--- src/rtl/fft_mem_sequencer_pkg.sv ---
// fft_mem_sequencer_pkg: shared sample type, FSM state encoding and default transform size
package fft_mem_sequencer_pkg;
  localparam int DW = 16;
  typedef logic [2*DW-1:0] complex_t;
  localparam int A_LEN_DEF = 5;
  localparam int N = 2**A_LEN_DEF;
  localparam int HALF = N/2;
  typedef enum logic [3:0] {
    st_idle, st_read, st_wait, st_wr_a, st_wr_b, st_done,
    st_br_chk, st_br_rd, st_br_wa, st_br_wb
  } state_t;
endpackage

--- src/rtl/fft_addr_gen.sv ---
// fft_addr_gen: maps stage s and butterfly k to the in-place operand pair and twiddle index
module fft_addr_gen #(
  parameter int A_LEN = 5,
  parameter int SW = $clog2(A_LEN)
) (
  input  logic [SW-1:0]    s,
  input  logic [A_LEN-2:0] k,
  output logic [A_LEN-1:0] a,
  output logic [A_LEN-1:0] b,
  output logic [A_LEN-2:0] tw
);
  logic [A_LEN-1:0] kx, span, lo;
  assign kx = {1'b0, k};
  assign span = A_LEN'(1) << s;
  assign lo = kx & (span - A_LEN'(1));
  assign a = (((kx >> s) << s) << 1) | lo;
  assign b = a | span;
  assign tw = (A_LEN-1)'(lo << (SW'(A_LEN - 1) - s));
endmodule

--- src/rtl/fft_mem_sequencer.sv ---
// fft_mem_sequencer: in-place radix-2 DIT FFT memory sequencer; FFT_SEQ_BITREV_EN adds a bit-reversal pre-pass
module fft_mem_sequencer
  import fft_mem_sequencer_pkg::*;
#(
  parameter int A_LEN = A_LEN_DEF,
  parameter int DEPTH = 2**A_LEN
) (
  input  logic             clk,
  input  logic             rst,
  input  logic             start,
  output logic [A_LEN-1:0] raddr1,
  output logic [A_LEN-1:0] raddr2,
  input  complex_t         rdata1,
  input  complex_t         rdata2,
  output complex_t         op_a,
  output complex_t         op_b,
  output logic [A_LEN-2:0] tw_idx,
  output logic             op_valid,
  input  complex_t         res_a,
  input  complex_t         res_b,
  input  logic             res_valid,
  output logic [A_LEN-1:0] waddr,
  output complex_t         wdata,
  output logic             wr_en,
  output logic             busy,
  output logic             done
);
  localparam int SW = $clog2(A_LEN);
  if (DEPTH != 2**A_LEN || A_LEN < 2) begin : g_bad_cfg
    $error("fft_mem_sequencer: DEPTH must equal 2**A_LEN and A_LEN must be >= 2");
  end
  state_t state, nxt;
  logic [SW-1:0] s;
  logic [A_LEN-2:0] k, tw;
  logic [A_LEN-1:0] a, b, i, ri;
  complex_t ra, rb;
  logic last_k, last_s, bf_ph, br_ph;
  fft_addr_gen #(.A_LEN(A_LEN), .SW(SW)) u_ag (.s(s), .k(k), .a(a), .b(b), .tw(tw));
  assign last_k = &k;
  assign last_s = s == SW'(A_LEN - 1);
  assign bf_ph = state inside {st_read, st_wait, st_wr_a, st_wr_b};
  assign br_ph = state inside {st_br_rd, st_br_wa, st_br_wb};
`ifdef FFT_SEQ_BITREV_EN
  logic swap, last_i;
  for (genvar g = 0; g < A_LEN; g++) begin : g_rev
    assign ri[g] = i[A_LEN-1-g];
  end
  assign swap = i < ri;
  assign last_i = &i;
  // swap index advances on every skipped index and after each completed swap
  always_ff @(posedge clk)
    if (rst) i <= '0;
    else if ((state == st_br_chk && !swap) || state == st_br_wb) i <= i + A_LEN'(1);
`else
  assign i = '0;
  assign ri = '0;
`endif
  // state, stage/butterfly counters, operand and result registers
  always_ff @(posedge clk) begin
    if (rst) begin
      state <= st_idle;
      s <= '0;
      k <= '0;
      op_a <= '0;
      op_b <= '0;
      op_valid <= 1'b0;
      ra <= '0;
      rb <= '0;
    end else begin
      state <= nxt;
      op_valid <= state == st_read;
      if (state == st_read) begin
        op_a <= rdata1;
        op_b <= rdata2;
      end
      if (state == st_wait && res_valid) begin
        ra <= res_a;
        rb <= res_b;
      end
`ifdef FFT_SEQ_BITREV_EN
      if (state == st_br_rd) begin
        ra <= rdata1;
        rb <= rdata2;
      end
`endif
      if (state == st_wr_b) begin
        k <= k + (A_LEN-1)'(1);
        if (last_k) s <= last_s ? '0 : s + SW'(1);
      end
    end
  end
  // next state: optional swap pass, then READ/WAIT/WR_A/WR_B per butterfly until the last stage
  always_comb begin
    nxt = state;
    case (state)
`ifdef FFT_SEQ_BITREV_EN
      st_idle:   nxt = start ? st_br_chk : st_idle;
      st_br_chk: nxt = swap ? st_br_rd : (last_i ? st_read : st_br_chk);
      st_br_rd:  nxt = st_br_wa;
      st_br_wa:  nxt = st_br_wb;
      st_br_wb:  nxt = last_i ? st_read : st_br_chk;
`else
      st_idle:   nxt = start ? st_read : st_idle;
`endif
      st_read:   nxt = st_wait;
      st_wait:   nxt = res_valid ? st_wr_a : st_wait;
      st_wr_a:   nxt = st_wr_b;
      st_wr_b:   nxt = (last_k && last_s) ? st_done : st_read;
      default:   nxt = st_idle;
    endcase
  end
  assign raddr1 = bf_ph ? a : br_ph ? i : '0;
  assign raddr2 = bf_ph ? b : br_ph ? ri : '0;
  assign tw_idx = bf_ph ? tw : '0;
  assign wr_en = state inside {st_wr_a, st_wr_b, st_br_wa, st_br_wb};
  assign waddr = state == st_wr_a ? a : state == st_wr_b ? b :
                 state == st_br_wa ? i : state == st_br_wb ? ri : '0;
  assign wdata = state inside {st_wr_a, st_br_wb} ? ra : state inside {st_wr_b, st_br_wa} ? rb : '0;
  assign busy = !(state inside {st_idle, st_done});
  assign done = state == st_done;
endmodule

--- config.mk ---
export PLATFORM = sky130hd
export DESIGN_NAME = fft_mem_sequencer
export DESIGN_NICKNAME = d
export VERILOG_FILES = /design/src/rtl/fft_mem_sequencer_pkg.sv /design/src/rtl/fft_addr_gen.sv /design/src/rtl/fft_mem_sequencer.sv
export SDC_FILE = /design/constraint.sdc
export NUM_CORES = 1
export LEC_CHECK = 0
export BUFFER_PORTS_ARGS = -buffer_cell sky130_fd_sc_hd__buf_2
export CORE_UTILIZATION = 51
export DETAILED_ROUTE_END_ITERATION = 10
export MAX_ROUTING_LAYER = met4
export PLACE_DENSITY = 0.95
export SYNTH_ARGS = -nofsm -noshare
export SYNTH_HDL_FRONTEND = slang
export SYNTH_SLANG_ARGS = --single-unit
--- constraint.sdc ---
create_clock -name clk -period 5.2 [get_ports clk]
set_input_delay 0.26 -clock clk [delete_from_list [all_inputs] [get_ports clk]]
set_output_delay 0.26 -clock clk [all_outputs]
set_load 0.05 [all_outputs]
Word-level counts from Yosys, hierarchy flattened
Index checks and enable logic that the tools add are counted.
{ "totals": {"ff_bits": 140, "elab_cells": 50} }
{ "op_classes": {"add_sub_neg": 4, "eq_ne": 8, "shift": 4, "n_mux": 12, "n_bitwise": 3, "reduce_logical": 11} }
{ "ops": {"columns": ["op", "count"], "rows": [
  ["$mux W32", 2],
  ["$mux W5", 4],
  ["$pmux W3 S5", 1],
  ["$or A5 B5 Y5", 2],
  ["$shl A5 B3 Y4", 2],
  ["$eq A4 B2 Y1 const B", 2],
  ["$eq A4 B3 Y1 const B", 2],
  ["$eq A4 B4 Y1 const B", 2],
  ["$reduce_bool A4 Y1", 2],
  ["$mux W3", 2],
  ["$reduce_bool A2 Y1", 3],
  ["$and A4 B5 Y5", 1],
  ["$reduce_and A5 Y1", 1],
  ["$shl A1 B3 Y5 const A", 1],
  ["$shr A4 B3 Y5", 1],
  ["$sub A5 B1 Y5 const B", 1],
  ["$add A4 B1 Y4 const B", 1],
  ["$eq A4 B1 Y1 const B", 1],
  ["$logic_not A4 Y1", 1],
  ["$mux W4", 1],
  ["$reduce_and A4 Y1", 1],
  ["$add A3 B1 Y3 const B", 1],
  ["$eq A3 B3 Y1 const B", 1],
  ["$sub A3 B3 Y3 const A", 1],
  ["other kinds (3)", 5]
]} }

Depth between registers and ports, before layout
Gate-level depths: netlist of run 1.
{ "logic_depth": {"depth_word": 7, "depth_mapped": 8, "ltp_nobuf": 7} }

Cells and area by module
From an unflattened synthesis of run 1, not the netlist that was laid out.
{ "hier_totals": {"cells_unflattened": 738, "area_unflattened_um2": 5759.3} }
{ "by_module_without_submodules": {"columns": ["module", "n_inst", "cells_each", "area_each_um2", "seq_area_each_um2"], "rows": [
  ["fft_mem_sequencer", 1, 684, 5385.2, 2782.7],
  ["fft_addr_gen", 1, 54, 374.1, 0.0]
]} }

Worst setup path before layout of run 1
OpenSTA, ideal clock, no wires.
{ "synth_path": {"path_type": "reg2out", "from": "register s[0]", "to": "output port tw_idx[3]", "arrival_time_ps": 2788, "required_ps": 4940, "setup_slack_ps": 2152, "path_stages_with_launch": 8, "n_path_buf": 1, "path_cell_list": "dfxtp_1 -> inv_1 -> ha_1 -> ha_1 -> clkbuf_1 -> o22ai_1 -> a31oi_1 -> a221oi_1"} }
{ "synth_between": {"elab_chain_cells": 5, "elab_cells_between_ends": 6, "classes_between": "add/sub: 2; shift: 2; mux: 1; bitwise: 1"} }
{ "synth_lines": {"columns": ["item", "line_no", "source"], "rows": [
  ["start, declared", "fft_mem_sequencer.sv:33", "logic [SW-1:0] s;"],
  ["start signal, assigned", "fft_mem_sequencer.sv:88", "if (last_k) s <= last_s ? '0 : s + SW'(1);"],
  ["$shl A1 B3 Y5", "fft_addr_gen.sv:14", "assign span = A_LEN'(1) << s;"],
  ["$sub A5 B1 Y5", "fft_addr_gen.sv:15", "assign lo = kx & (span - A_LEN'(1));"],
  ["$and A4 B5 Y5", "fft_addr_gen.sv:15", null],
  ["$shl A5 B3 Y4 (*)", "fft_addr_gen.sv:18", "assign tw = (A_LEN-1)'(lo << (SW'(A_LEN - 1) - s));"],
  ["$mux W4 (*)", "fft_mem_sequencer.sv:114", "assign tw_idx = bf_ph ? tw : '0;"],
  ["end, declared", "fft_mem_sequencer.sv:17", "output logic [A_LEN-2:0] tw_idx,"]
]} }
Mark *: on every way between the ends. The rest lies on a longest branch, timed or not.

Worst setup path in the final report of run 1
Same ends and word-level chain as after synthesis.

==> results of run 1 <==
## synthesized netlist by cell type, types with 2 or more instances
cell / number
nand2_1: 269
dfxtp_1: 139
a21oi_1: 138
buf_2: 33
a22o_1: 32
clkbuf_1: 20
nor2_1: 19
ha_1: 8
inv_1: 5
and3_1: 4
nor3_1: 4
xnor2_1: 4
a211oi_1: 3
nand2b_1: 3
nand3_1: 3
xor2_1: 3
a31oi_1: 2
and2_1: 2
and3b_1: 2
mux2i_1: 2
nor2b_1: 2
o22ai_1: 2
or3_1: 2
## routing by layer
layer	GRT usage [%]	wire length, um	vias up
li1	-	-	3090
met1	37.9	7550	3184
met2	64.5	10900	499
met3	8.33	1520	155
met4	30.1	1600	0
met5	-	0	-
## final timing paths
check	from	end	slack, ns	cells after the start
hold / removal	rdata1[31]	op_a[31]$_SDFFE_PP0P_	0.04	3
setup reg to reg	state[2]$_SDFF_PP0_	ra[7]$_SDFFE_PP0P_	2.83	4
hold reg to reg	op_b[7]$_SDFFE_PP0P_	op_b[7]$_SDFFE_PP0P_	0.45	2
setup / recovery	s[0]$_SDFFE_PP0P_	tw_idx[3]	1.86	8
## worst max-delay path: cells and delay by family, from the launching register on
family                   cells  cell delay, ns
adder cells (fa/ha/maj)      2            0.60
multiplexers                 2            0.44
flip-flops                   1            0.50
AO/OA/AOI/OAI                1            0.31
AND/OR/NAND/NOR              1            0.19
buffers and inverters        2            0.52
## layout make-up
class	count	area (um2)
antenna	1	2.50
clock buffer	19	442
clock inverter	11	194
sequential	139	2780
fill	549	1760
multi-input combinational	524	2590
inverter	5	18.8
timing repair buffer	381	2550
tap	136	170
## layout by cell type, fill, tap and decap left out, types with 2 or more instances in the layout
cell,n
clkbuf_8,3
nor3_1,4
nand3_1,3
dfxtp_1,139
and2_1,2
a22o_1,32
or3_1,2
a31oi_1,2
ha_1,8
and3b_1,2
xor2_1,3
buf_4,7
mux2i_1,2
buf_2,249
nor2_1,19
inv_1,5
and3_1,4
bufinv_16,5
nand2_1,269
nor2b_1,2
xnor2_1,4
clkbuf_16,16
nand2b_1,3
a211oi_1,3
o22ai_1,2
dlygate4sd3_1,125
a21oi_1,138
clkinvlp_4,4
## timing repair
item / in CTS / in global routing
hold buffers: 125 / 0
gates resized for setup: 0 / 0
endpoints found under the hold margin: 125 / 0
## cell families after synthesis
group           count (synthesis)  share of synthesized area (%)
xor+xnor                        7                           1.09
fa+ha+maj                       8                           1.78
compound gates                187                           19.5
mux                             2                          0.356
flops                         139                           49.4
buf+inv                        59                           4.73
simple gates                  320                           23.1
## through the flow
step | power, mW | hold slack [ns]
finish | 2.98 | 0.0443
global route | 3.08 | 0.0210
CTS | 2.95 | 0.00244
detailed placement | 1.59 | 0.443
global placement | 1.59 | 0.439
floorplan | 1.48 | 0.396
## state kept, by name, summed over array words and instances, names as in the netlist
register	count
op_a	32
op_b	32
ra	32
rb	32
k	4
s	3
state	3
op_valid	1
## where the power goes
part           total [mW]  switching [mW]  internal [mW]
combinational       0.512           0.337          0.175
sequential           1.17          0.0403           1.12
clock                1.30           0.456          0.847
==> results.tsv, run 1 <==
metric	value	unit
# setup viols final	0	
Post-synth EDFFs	0	
Root Buffer	clkbuf_8	
ratio of cells with drive above 1 in the final layout	27.1	%
worst skew pair latency	0.51	ns
FF+latch count, synth	139	
Vias	6928	
peak supply drop	0.315	mV
Max Slew Vio Count	0	
worst slack at placement	2.48	ns
DR WL/cell	17.7	um
full die area	11500	um2
Starting Density	53.6	%
Setup CP Type	flop to primary output	
fin crit share	64.2	%
Synth top area share	49.4	%
total grt overflow	0	
Yosys warning total	0	
CP arrival	3.08	ns
post-DP HPWL	10.2	mm
Placer Congestion	0.959	
Max Clock Freq	300	MHz
number of DRC markers in iteration 0	552	
Least-Margin Pin Slew	1.21	ns
setup slack after layout	1.86	ns
clock sinks	139	
setup TNS	0	ns
CTS clk-pin slew, worst paths	0.05	ns
unrepaired setup endpoints after global routing	no	
Post-DRT Antenna Nets	0	
core area	10500	um2
clock buffer count from CTS	17	
Total Routing Usage GR	38.0	%
endpoints failing hold	0	
Tmin final	3.34	ns
largest net degree at the start of global routing	75	
Async SR Flop Fraction	0	%
Worst setup EP type	primary output	
post-synth cell types	44	
number of global-route vias before repair	6901	
CP cell instances	inv_1 > ha_1 > ha_1 > nand2b_1 > mux2i_1 > mux2i_1 > a221oi_1 > buf_2	
required time at the worst-slack endpoint	4.94	ns
clk buf depth	2	
maxcap violations	0	
final core occ	83.3	%
DRC Markers	0	
Rows	37	
synth top area cells	dfxtp_1, nand2_1, a21oi_1	
drt pass-1 iters	6	
status	finished, final reports clean	
Die H	107	um
port bufs	250	
post-synthesis sequential area ratio	49.4	%
Post-layout nets	1208	
routed vias/inst	5.70	
number of setup buffers added after CTS	0	
placed cell count	1060	
cell taking the most area after synthesis	dfxtp_1	
Synth Net Count	862	
WL final	21.5	mm
CP max stage delay	0.50	ns
Min-Delay Path Class	input pin to flop	
Layout area overhead	55.4	%
antenna violations before repair	1	
dpl cell area	6860	um2
Avg Inst Size Synth	7.80	um2
final instance count without filler cells	1216	
LEAKAGE	3.84	nW
CTS tree	built	
Post-Syn Area	5630	um2
CP Launch Type	flop	
final instance area	8750	um2
CP max stage cell	dfxtp_1	
boundary pin count	251	
cells after synthesis	722	
Worst Path Max Fanout	12	
power density cells	341	nW/um2
Post-synth top flop	dfxtp_1	
die width	107	um
first-pass GRT wire length	32.8	mm
H-tree depth	4	
Final Skew	0.00820	ns
Slew headroom	19.6	%
(Power assumes the default switching activity.)
==> inputs of run 2 (changes only) <==
CORE_UTILIZATION = 47   (was 51)
PLACE_DENSITY = 0.91   (was 0.95)
clock period = 3.2 ns   (was 5.2 ns; I/O delays follow)
==> results.tsv, run 2 (synthesized netlist as in run 1, its figures left out) <==
metric	value	unit
status	finished, violations left	
failing checks	design-rule violations	
total grt overflow	0	
ratio of cells with drive above 1 in the final layout	27.6	%
met3 WL post-DR	1.30	mm
LEAKAGE	3.87	nW
worst skew pair latency	0.42	ns
Min-Delay Path Depth	3	
fin crit share	92.0	%
CP max stage delay	0.41	ns
Setup CP Type	flop to primary output	
port bufs	250	
R2R Setup Slk	1.14	ns
post-DP HPWL	10.4	mm
Min Hold Slack	0.0161	ns
Worst Path Max Fanout	12	
setup TNS	0	ns
Slew headroom	51.2	%
WL final	20.4	mm
peak supply drop	0.524	mV
max layer used	met4	
number of global-route vias before repair	6574	
Max Clock Freq	340	MHz
endpoints failing hold	0	
clk buf depth	2	
Root Buffer	clkbuf_16	
final instance count without filler cells	1224	
dpl cell area	6910	um2
CP max stage cell	dfxtp_2	
Max Slew Vio Count	0	
DRC Markers	16	
CP Launch Type	flop	
Layout area overhead	56.3	%
Starting Density	48.7	%
final instance area	8800	um2
Final Skew	0.0102	ns
CTS clk-pin slew, worst paths	0.05	ns
Total Routing Usage GR	33.3	%
Least-Margin Pin Slew	0.730	ns
CTS tree	built	
Min-Delay Path Class	input pin to flop	
met2 wire length	10.3	mm
number of DRC markers in iteration 0	549	
hold endpoint	rb[3]$_SDFFE_PP0P_	
number of setup buffers added after CTS	0	
Die H	111	um
die width	111	um
number of fill cells in the layout	746	
DR WL/cell	16.7	um
Tmin final	2.94	ns
CP bufs+invs	2	
largest net degree at the start of global routing	77	
full die area	12400	um2
Post-layout nets	1205	
commonest non-fill, non-tap cell in the layout	nand2_1	
unrepaired setup endpoints after global routing	no	
reg2reg start	state[1]$_SDFF_PP0_	
CP arrival	2.78	ns
CP cell instances	inv_1 > ha_1 > ha_1 > nand2b_1 > mux2i_1 > mux2i_1 > a221oi_1 > buf_2	
Rows	39	
routed vias/inst	5.40	
core area	11600	um2
# setup viols final	0	
commonest cells after routing, fill and taps aside	nand2_1, buf_2, a21oi_1, dfxtp_1, dlygate4sd3_1	
antenna violations before repair	2	
Worst setup EP type	primary output	
delay-heaviest family, CP	adder cells	
HP Start	res_b[3]	
placed cell count	1069	
Post-DRT Antenna Nets	0	
first-pass GRT wire length	31.5	mm
clock sinks	139	
Met1 Wirelength	7.40	mm
reg2reg end	ra[13]$_SDFFE_PP0P_	
power density cells	562	nW/um2
clock buffer count from CTS	17	
drt pass-1 iters	8	
H-tree depth	4	
Vias	6609	
required time at the worst-slack endpoint	3.04	ns
Placer Congestion	0.901	
maxcap violations	0	
boundary pin count	251	
Reg2Reg Depth	5	
-- run 2: cell count changes in the layout (fill, tap and decap cells not counted), sizes merged --
cell / previous run / this run
buf: 256 / 258
inv: 5 / 6
clkinvlp: 4 / 2
diode: 1 / 3
clkbuf: 19 / 22
dlygate4sd3: 125 / 120
-- run 2: worst max path at each step --
stage	start	to	slack, ns	cells past startpoint
floorplan	s[0]$_SDFFE_PP0P_	tw_idx[3]	0.25	7
global placement	s[0]$_SDFFE_PP0P_	tw_idx[3]	0.63	8
detailed placement	s[0]$_SDFFE_PP0P_	tw_idx[3]	0.57	8
CTS	s[0]$_SDFFE_PP0P_	tw_idx[3]	0.13	8
global route	s[0]$_SDFFE_PP0P_	tw_idx[3]	0.06	8
finish	s[0]$_SDFFE_PP0P_	tw_idx[3]	0.26	8
-- run 2: per-stage QoR --
stage | total power [mW] | util [%] | setup WS (ns)
floorplan | 2.40 | - | 0.252
global placement | 2.58 | 59.8 | 0.635
detailed placement | 2.60 | 59.8 | 0.573
CTS | 4.92 | 75.9 | 0.134
global route | 5.10 | 76.1 | 0.0568
finish | 4.95 | 76.1 | 0.256
-- run 2: what timing repair did --
item                                   in CTS  in global routing
setup endpoints to repair                   0                  2
resized for setup                           0                  1
hold buffers                              119                  1
endpoints found under the hold margin     119                  1
-- run 2: layer usage --
| metal | global-route usage (%) | up-vias |
|---|---|---|
| met1 | 33.1 | 3019 |
| li1 | - | 3097 |
| met5 | - | - |
| met2 | 56.3 | 367 |
| met3 | 8.87 | 126 |
| met4 | 24.1 | 0 |
-- run 2: layout make-up --
class	count	area, um2	share of cell area [%]
Clock buffer	22	494	5.62
Sequential cell	139	2780	31.6
Clock inverter	10	184	2.09
Timing Repair Buffer	378	2540	28.9
Multi-Input combinational cell	524	2590	29.5
Tap cell	143	179	2.03
Inverter	5	18.8	0.213
Antenna cell	3	7.51	0.0853
-- run 2: power by group --
group	switching, mW	internal, mW
sequential	0.0639	1.83
combinational	0.539	0.285
clock	0.745	1.49
-- run 2: worst min-delay path, delay by kind of cell --
| family | cells | cell delay [ns] |
|---|---|---|
| compound gates | 1 | 0.06 |
| simple gates | 1 | 0.06 |
| buf+inv | 1 | 0.10 |
